==> config.mk <==
export PLATFORM = sky130hd
export DESIGN_NAME = otter_mem_arbiter
export DESIGN_NICKNAME = d
export VERILOG_FILES = /design/src/rtl/otter_mem_arbiter.sv
export SDC_FILE = /design/constraint.sdc
export NUM_CORES = 1
export LEC_CHECK = 0
export CAP_MARGIN = 10
export CORE_MARGIN = 5
export CORE_UTILIZATION = 39
export DETAILED_ROUTE_END_ITERATION = 10
export DONT_BUFFER_PORTS = 1
export REMOVE_ABC_BUFFERS = 1
export SLEW_MARGIN = 20
export SYNTH_ARGS = -nofsm -noshare
export SYNTH_HDL_FRONTEND = slang
export SYNTH_SLANG_ARGS = --single-unit
export TNS_END_PERCENT = 20
==> constraint.sdc <==
create_clock -name ARB_CLK -period 5.09 [get_ports ARB_CLK]
set_input_delay 1.018 -clock ARB_CLK [delete_from_list [all_inputs] [get_ports ARB_CLK]]
set_output_delay 1.018 -clock ARB_CLK [all_outputs]
set_load 0.01 [all_outputs]
==> src/rtl/otter_mem_arbiter.sv <==
// otter_mem_arbiter: shares the single OTTER memory port between instruction
// fetch (0), CPU load/store (1) and an external master (2). Rotating priority,
// one transaction at a time, IDLE -> BUSY -> DONE handshake.
// Optional macro ARB_TIMEOUT_EN: abort a transaction after TIMEOUT cycles
// without MEM_ACK, returning ERR=1 and RDATA=0.
module otter_mem_arbiter #(
   parameter int ADDR_W  = 32,
   parameter int DATA_W  = 32,
   parameter int TIMEOUT = 15
) (
   input  logic              ARB_CLK,
   input  logic              ARB_RESET,
   input  logic [2:0]        REQ,
   input  logic [2:0]        WE,
   input  logic [ADDR_W-1:0] ADDR0,
   input  logic [ADDR_W-1:0] ADDR1,
   input  logic [ADDR_W-1:0] ADDR2,
   input  logic [DATA_W-1:0] WDATA1,
   input  logic [DATA_W-1:0] WDATA2,
   input  logic [1:0]        SIZE1,
   input  logic [1:0]        SIZE2,
   output logic [2:0]        ACK,
   output logic [2:0]        GNT,
   output logic [DATA_W-1:0] RDATA,
   output logic              ERR,
   output logic              MEM_REQ,
   output logic              MEM_WE,
   output logic [ADDR_W-1:0] MEM_ADDR,
   output logic [DATA_W-1:0] MEM_WDATA,
   output logic [1:0]        MEM_SIZE,
   input  logic              MEM_ACK,
   input  logic [DATA_W-1:0] MEM_RDATA
);

   typedef enum logic [1:0] {IDLE = 2'd0, BUSY = 2'd1, DONE = 2'd2} state_t;

   state_t            state_q, state_d;
   logic [1:0]        ptr_q, ptr_d;
   logic [2:0]        gnt_q, gnt_d;
   logic [2:0]        ack_q, ack_d;
   logic [DATA_W-1:0] rdata_q, rdata_d;
   logic              mem_req_q, mem_req_d;
   logic              mem_we_q, mem_we_d;
   logic [ADDR_W-1:0] mem_addr_q, mem_addr_d;
   logic [DATA_W-1:0] mem_wdata_q, mem_wdata_d;
   logic [1:0]        mem_size_q, mem_size_d;
`ifdef ARB_TIMEOUT_EN
   logic              err_q, err_d;
   logic [7:0]        cnt_q, cnt_d;
`endif

   // fetch is always a word read, so its write enable is never looked at
   logic unused_we0;
   assign unused_we0 = WE[0];

   logic [2:0]        win_oh;
   logic              sel_we;
   logic [ADDR_W-1:0] sel_addr;
   logic [DATA_W-1:0] sel_wdata;
   logic [1:0]        sel_size;

   // pick the first requester at or after the pointer, wrapping around
   always_comb begin
      win_oh = 3'b000;
      case (ptr_q)
         2'd1: begin
            if (REQ[1])      win_oh = 3'b010;
            else if (REQ[2]) win_oh = 3'b100;
            else if (REQ[0]) win_oh = 3'b001;
         end
         2'd2: begin
            if (REQ[2])      win_oh = 3'b100;
            else if (REQ[0]) win_oh = 3'b001;
            else if (REQ[1]) win_oh = 3'b010;
         end
         default: begin
            if (REQ[0])      win_oh = 3'b001;
            else if (REQ[1]) win_oh = 3'b010;
            else if (REQ[2]) win_oh = 3'b100;
         end
      endcase
   end

   // route the winner's request fields toward the memory port
   always_comb begin
      sel_we    = 1'b0;
      sel_addr  = ADDR0;
      sel_wdata = '0;
      sel_size  = 2'b10;
      case (win_oh)
         3'b010: begin
            sel_we    = WE[1];
            sel_addr  = ADDR1;
            sel_wdata = WDATA1;
            sel_size  = SIZE1;
         end
         3'b100: begin
            sel_we    = WE[2];
            sel_addr  = ADDR2;
            sel_wdata = WDATA2;
            sel_size  = SIZE2;
         end
         default: ;
      endcase
   end

   // next-state and output logic for the IDLE/BUSY/DONE handshake
   always_comb begin
      state_d     = state_q;
      ptr_d       = ptr_q;
      gnt_d       = gnt_q;
      ack_d       = ack_q;
      rdata_d     = rdata_q;
      mem_req_d   = mem_req_q;
      mem_we_d    = mem_we_q;
      mem_addr_d  = mem_addr_q;
      mem_wdata_d = mem_wdata_q;
      mem_size_d  = mem_size_q;
`ifdef ARB_TIMEOUT_EN
      err_d       = err_q;
      cnt_d       = cnt_q;
`endif
      case (state_q)
         IDLE: begin
            if (|REQ) begin
               gnt_d       = win_oh;
               mem_req_d   = 1'b1;
               mem_we_d    = sel_we;
               mem_addr_d  = sel_addr;
               mem_wdata_d = sel_wdata;
               mem_size_d  = sel_size;
               state_d     = BUSY;
`ifdef ARB_TIMEOUT_EN
               cnt_d       = 8'd0;
`endif
            end
         end
         BUSY: begin
            if (MEM_ACK) begin
               // read data is captured even for writes; memory defines its value
               rdata_d     = MEM_RDATA;
               ack_d       = gnt_q;
               mem_req_d   = 1'b0;
               mem_we_d    = 1'b0;
               mem_addr_d  = '0;
               mem_wdata_d = '0;
               mem_size_d  = 2'b00;
               state_d     = DONE;
`ifdef ARB_TIMEOUT_EN
               err_d       = 1'b0;
            end else if (cnt_q == 8'(TIMEOUT)) begin
               // memory never answered: abort and flag the owner
               rdata_d     = '0;
               err_d       = 1'b1;
               ack_d       = gnt_q;
               mem_req_d   = 1'b0;
               mem_we_d    = 1'b0;
               mem_addr_d  = '0;
               mem_wdata_d = '0;
               mem_size_d  = 2'b00;
               state_d     = DONE;
            end else begin
               cnt_d       = cnt_q + 8'd1;
`endif
            end
         end
         DONE: begin
            // advance priority past whoever just finished
            case (gnt_q)
               3'b001:  ptr_d = 2'd1;
               3'b010:  ptr_d = 2'd2;
               default: ptr_d = 2'd0;
            endcase
            ack_d   = 3'b000;
            gnt_d   = 3'b000;
            rdata_d = '0;
            state_d = IDLE;
`ifdef ARB_TIMEOUT_EN
            err_d   = 1'b0;
`endif
         end
         default: state_d = IDLE;
      endcase
   end

   // state and output registers; reset clears everything immediately
   always_ff @(posedge ARB_CLK or posedge ARB_RESET) begin
      if (ARB_RESET) begin
         state_q     <= IDLE;
         ptr_q       <= 2'd0;
         gnt_q       <= 3'b000;
         ack_q       <= 3'b000;
         rdata_q     <= '0;
         mem_req_q   <= 1'b0;
         mem_we_q    <= 1'b0;
         mem_addr_q  <= '0;
         mem_wdata_q <= '0;
         mem_size_q  <= 2'b00;
`ifdef ARB_TIMEOUT_EN
         err_q       <= 1'b0;
         cnt_q       <= 8'd0;
`endif
      end else begin
         state_q     <= state_d;
         ptr_q       <= ptr_d;
         gnt_q       <= gnt_d;
         ack_q       <= ack_d;
         rdata_q     <= rdata_d;
         mem_req_q   <= mem_req_d;
         mem_we_q    <= mem_we_d;
         mem_addr_q  <= mem_addr_d;
         mem_wdata_q <= mem_wdata_d;
         mem_size_q  <= mem_size_d;
`ifdef ARB_TIMEOUT_EN
         err_q       <= err_d;
         cnt_q       <= cnt_d;
`endif
      end
   end

   assign GNT       = gnt_q;
   assign ACK       = ack_q;
   assign RDATA     = rdata_q;
   assign MEM_REQ   = mem_req_q;
   assign MEM_WE    = mem_we_q;
   assign MEM_ADDR  = mem_addr_q;
   assign MEM_WDATA = mem_wdata_q;
   assign MEM_SIZE  = mem_size_q;
`ifdef ARB_TIMEOUT_EN
   assign ERR       = err_q;
`else
   assign ERR       = 1'b0;
`endif

endmodule

==> results of run 1 <==
-- cell type report --
class	count	share of cell area
Sequential cell	110	0.534
Clock inverter	5	0.0158
Multi-Input combinational cell	253	0.347
Clock buffer	11	0.0471
Timing Repair Buffer	9	0.0146
Inverter	8	0.00631
Tap cell	147	0.0357
-- cell usage after synthesis (all sizes together) (3+ instances only) --
master,instances,area [um^2]
a22oi,34,255
nor2,6,22.5
clkbuf,15,56.3
o21ai,40,200
buf,21,129
inv,8,30.0
dfrtp,110,2750
a221o,32,320
nor3,3,26.3
a22o,67,587
nand2,43,161
a21oi,4,23.8
nand2b,5,33.8
-- power by group --
group | switching, mW | internal (mW) | total, mW
Sequential | 0.504 | 1.26 | 1.77
Combinational | 0.611 | 0.515 | 1.13
Clock | 0.307 | 0.446 | 0.752
Total | 1.42 | 2.22 | 3.65
-- final timing paths --
check | cells after the start | startpoint | end | slack (ps)
min in group asynchronous | 1 | ARB_RESET | RDATA[18]$_DFFE_PP0P_ | 690
worst max register to register | 9 | ptr_q[0]$_DFFE_PP0P_ | MEM_ADDR[1]$_DFFE_PP0P_ | 2600
worst max-delay path | 9 | ptr_q[0]$_DFFE_PP0P_ | MEM_ADDR[1]$_DFFE_PP0P_ | 2600
max in group asynchronous | 2 | ARB_RESET | RDATA[6]$_DFFE_PP0P_ | 3320
worst min-delay path | 2 | ptr_q[0]$_DFFE_PP0P_ | ptr_q[0]$_DFFE_PP0P_ | 520
worst min register to register | 2 | ptr_q[0]$_DFFE_PP0P_ | ptr_q[0]$_DFFE_PP0P_ | 520
-- sequential cells by signal, indices dropped and copies added, names as in the netlist --
register / cells
ACK: 3
GNT: 3
MEM_ADDR: 32
MEM_REQ: 1
MEM_SIZE: 2
MEM_WDATA: 32
MEM_WE: 1
RDATA: 32
ptr_q: 2
state_q: 2
-- stage by stage --
| stage | hold WS (ps) | cells | setup slack (ps) | utilization | cell area (um^2) |
|---|---|---|---|---|---|
| 5_1_grt | 540 | 543 | 2440 | 0.431 | 5160 |
| 3_3_place_gp | 502 | 526 | 2100 | 0.403 | 4820 |
| 4_1_cts | 525 | 543 | 2580 | 0.431 | 5160 |
| 2_1_floorplan | 472 | 371 | 1170 | - | 4560 |
| 3_5_place_dp | 514 | 527 | 2430 | 0.404 | 4830 |
| 6_report | 523 | 543 | 2600 | 0.431 | 5160 |
-- worst max-delay path: stages (launching register included) --
cell and delay [ps]:
dfrtp_1 370, inv_1 50, ha_1 370, nand2b_2 180, a21oi_2 70, o21a_1 180, buf_4 240, nor3_4 520
buf_8 260, a221o_1 180
-- routing by layer --
| layer | up-vias | GRT usage |
|---|---|---|
| met3 | 24 | 0.0851 |
| met1 | 1642 | 0.196 |
| met2 | 195 | 0.277 |
| met5 | - | 0 |
| li1 | 1523 | - |
| met4 | 0 | 0.0729 |
-- cell families (layout without fill, tap and decap cells) --
family	count (synthesis)	count (layout)	synth area share
other cells	1	1	0.000790
buf+inv	44	33	0.0453
simple gates	64	64	0.0609
fa+ha+maj	2	2	0.00527
flops	110	110	0.580
compound gates	186	186	0.308
==> metrics.cfg, run 1 <==
[sta]
hold_violations=0
slew_headroom=0.461
tns_ps=0
max_freq_mhz=402
setup_viol=0
timing.final.crit_share=0.489
final-max-slew-violation-count=0
timing.final.crit_period_ps=2490
rsz0062_at_grt=no
finClkSkew_ps=5.28
tightestPinTransition_ps=809

[floorplan]
die_area_um2=14500
rows=40
die_h_um=120
ios=312
initial_utilization=0.397
core_area_um2=12000
dieWidth_um=120

[global_routing]
grt_max_degree=69
grtUsageTotal=0.173
grt_pass1_vias=3516
grt_pass1_wl_um=19500
grt_overflow=0
antenna_found_initial=0

[finish]
regArea_um2=2750
diodes=0
mostFrequentLayoutCell=dfrtp_1
final_cell_mix=110 x dfrtp_1, 67 x a22o_1, 43 x nand2_1
final_nets=598
nFillCells=1108
drive_above_1_share=0.0833
areaGrowthSynthToFinish_pct=8.64
multiInputGateArea_um2=1790

[drt]
via_per_inst=6.23
drtPass1Iterations=4
first_iter_violations=246
drt_wl_total_um=13300
met2RoutedLength_um=6540
avgRoutedWirePerCell_um=24.5
drc=0
antenna_left=0
vias=3384
route.met3.wl_um=1580
route.layer.met1.wl_um=4880
top_layer=met4

[run]
drv_cap=0

[clock_tree]
clkSinkCount=110
clk_latency_ps=350
clkTransAtPathRegs_ps=70
htree_levels=3
cts_tree=done
cts_inserted_buffers=9
clock_path_buffers=2
cts_hold_buffers=0
cts_resized=0
cts-root-buf=clkbuf_16
cts_setup_buffers=0

[critical_path]
cp_max_fo=36
start_kind=flop
worst_ep_arrival_time_ps=2770
cp-end-kind=flop
criticalPathCategory=flop to flop
required_ps=5370

[min_path]
min_path_type=flop to flop

[yosys]
postSynthAreaPerCell_um2=11.7
synth_seq_cells=110
syn_area_um2=4750
synth_cell_types=34
async_flop_share=1.00
synth_seq_area_share=0.580
postSynthCellCount=407
yosys_most_used_dff=dfrtp_1
synth_edf_count=0
synth_warnings=0

[place]
gp_congestion=0.781
dp_hpwl_um=9850
port_buffers=0

[pwr]
p_total_mw=3.65
cellPowerDensity_nw_per_um2=707
vdd_drop_max_v=0.000243
p_leak_nw=2.27

[run_status]
status=completed

No activity file was read; power rests on OpenSTA's default activity.
==> run 2, diff against run 1 <==
==> constraint.sdc (replaced) <==
create_clock -name ARB_CLK -period 2.42 [get_ports ARB_CLK]
set_input_delay 0.484 -clock ARB_CLK [delete_from_list [all_inputs] [get_ports ARB_CLK]]
set_output_delay 0.484 -clock ARB_CLK [all_outputs]
set_load 0.01 [all_outputs]
==> metrics.cfg, run 2 (synthesis gave the netlist of run 1 again) <==
[run_status]
status=completed

[sta]
timing.final.crit_share=0.908  ; +0.418
finClkSkew_ps=9.54  ; +4.26 ps
final.setup.worst_slack_ps=224  ; -2380 ps
hold_violations=0  ; unchanged
timing.final.crit_period_ps=2200  ; -293 ps
hold_slack_ps=11.7  ; -511 ps
rsz0062_at_grt=no
slew_headroom=0.516  ; +0.0549
final-max-slew-violation-count=0  ; unchanged
max_freq_mhz=455  ; +13%
setup_viol=0  ; unchanged
tightestPinTransition_ps=726  ; -82.3 ps

[clock_tree]
cts_setup_buffers=3  ; +3
cts_tree=done
cts-root-buf=clkbuf_16
cts_hold_buffers=0  ; unchanged
clkTransAtPathRegs_ps=70  ; about the same
clk_latency_ps=350  ; about the same
cts_inserted_buffers=9  ; unchanged
clkSinkCount=110  ; unchanged
clock_path_buffers=2  ; unchanged
htree_levels=3  ; unchanged
cts_resized=0  ; unchanged

[global_routing]
met2_usage=0.283  ; +0.00667
grt_overflow=0  ; unchanged
met3_usage=0.0795  ; -0.00561
busiest_layer=met2
grt_max_degree=46  ; -33%
grt_pass1_wl_um=19600  ; +0.21%
grtUsageTotal=0.175  ; +0.00275
grt_pass1_vias=3568  ; +1.5%
met1_usage=0.193  ; -0.00317
antenna_found_initial=0  ; unchanged

[drt]
vias=3416  ; +0.95%
drt_wl_total_um=13500  ; +1.5%
avgRoutedWirePerCell_um=24.7  ; +0.58%
drc=0  ; unchanged
drtPass1Iterations=7  ; +3
antenna_left=0  ; unchanged
via_per_inst=6.23  ; about the same
first_iter_violations=185  ; -25%

[finish]
post-route-util=0.439  ; +0.00764
final_cell_mix=110 x dfrtp_1, 67 x a22o_1, 43 x nand2_1
diodes=0  ; unchanged
nFillCells=1084  ; -2.2%
drive_above_1_share=0.0973  ; +0.0139
fin_cells=548  ; +0.92%
areaGrowthSynthToFinish_pct=10.6
final_nets=603  ; +0.84%
final_area_um2=5250  ; +1.8%
mostFrequentLayoutCell=dfrtp_1

[floorplan]
initial_utilization=0.397  ; unchanged
die_area_um2=14500  ; unchanged
rows=40  ; unchanged
ios=312  ; unchanged
dieWidth_um=120  ; unchanged
core_area_um2=12000  ; unchanged
die_h_um=120  ; unchanged

[critical_path]
criticalPathCategory=flop to flop
cp-end-kind=flop
worst_ep_arrival_time_ps=2480  ; -290 ps
cp_max_fo=32  ; -11%
start_kind=flop
required_ps=2710  ; -2660 ps

[min_path]
min_path_type=input pin to asynchronous set/reset pin

[run]
drv_cap=0  ; unchanged

[pwr]
vdd_drop_max_v=0.000444  ; +83%
p_leak_nw=2.31  ; +2.0%
cellPowerDensity_nw_per_um2=1480  ; +110%

[place]
place_area_um2=4890  ; +1.1%
placed_cells=529  ; +0.38%
dp_hpwl_um=10200  ; +3.3%
port_buffers=0  ; unchanged
pre_cts_slack_ps=-27.9  ; -2450 ps
gp_congestion=0.844  ; +8.0%

==> run 2: cell count changes in the layout (fill, tap and decap cells not counted), sizes merged <==
| cell | before | now |
|---|---|---|
| buf | 9 | 14 |
| bufinv | 2 | 1 |
| clkbuf | 11 | 9 |
| clkinv | 1 | 2 |
| clkinvlp | 1 | 0 |
| inv | 9 | 12 |
==> run 2: routing by layer <==
layer | vias up | share of wire
met5 | - | 0
met4 | 0 | 0.037
met2 | 213 | 0.49
li1 | 1540 | -
met3 | 28 | 0.12
met1 | 1635 | 0.36
==> run 2: final timing paths <==
kind | start | to | slack, ps | cells past startpoint
worst max-delay path | ptr_q[0]$_DFFE_PP0P_ | MEM_ADDR[4]$_DFFE_PP0P_ | 220 | 7
worst min-delay path | ARB_RESET | RDATA[18]$_DFFE_PP0P_ | 10 | 1
worst max register to register | ptr_q[0]$_DFFE_PP0P_ | MEM_ADDR[4]$_DFFE_PP0P_ | 220 | 7
worst min register to register | ptr_q[1]$_DFFE_PP0P_ | ptr_q[1]$_DFFE_PP0P_ | 530 | 2
max in group asynchronous | ARB_RESET | MEM_ADDR[27]$_DFFE_PP0P_ | 1830 | 2
min in group ARB_CLK | MEM_ACK | state_q[0]$_DFFE_PP0P_ | 270 | 1
==> run 2: final cells by class <==
cell class | count | area (um^2) | area share
well taps | 147 | 184 | 0.0350
inverters | 8 | 32.5 | 0.00620
multi-input cells | 253 | 1790 | 0.341
clock buffers | 9 | 225 | 0.0429
flip-flops and latches | 110 | 2750 | 0.524
repair buffers | 14 | 175 | 0.0334
clock inverters | 7 | 90.1 | 0.0172
==> run 2: where the power goes <==
part	switching, mW	internal, mW	total (mW)
registers	1.06	2.65	3.72
clock network	0.709	0.829	1.54
logic	1.32	1.20	2.53
total	3.09	4.69	7.78
==> run 2: worst max-delay path, stage by stage (launching register included) <==
cell and delay, ps:
dfrtp_1 380, inv_1 50, ha_1 360, nand2b_2 230
nor2_1 130, o21ba_2 610, a22o_1 240, a221o_1 110
==> run 2: through the flow <==
stage	total power, mW	setup TNS (ps)
after floorplan	5.31	-130790
after global placement	6.08	-4570
after detailed placement	6.20	-187
after CTS	7.87	0
after global routing	8.27	0
final	7.78	0
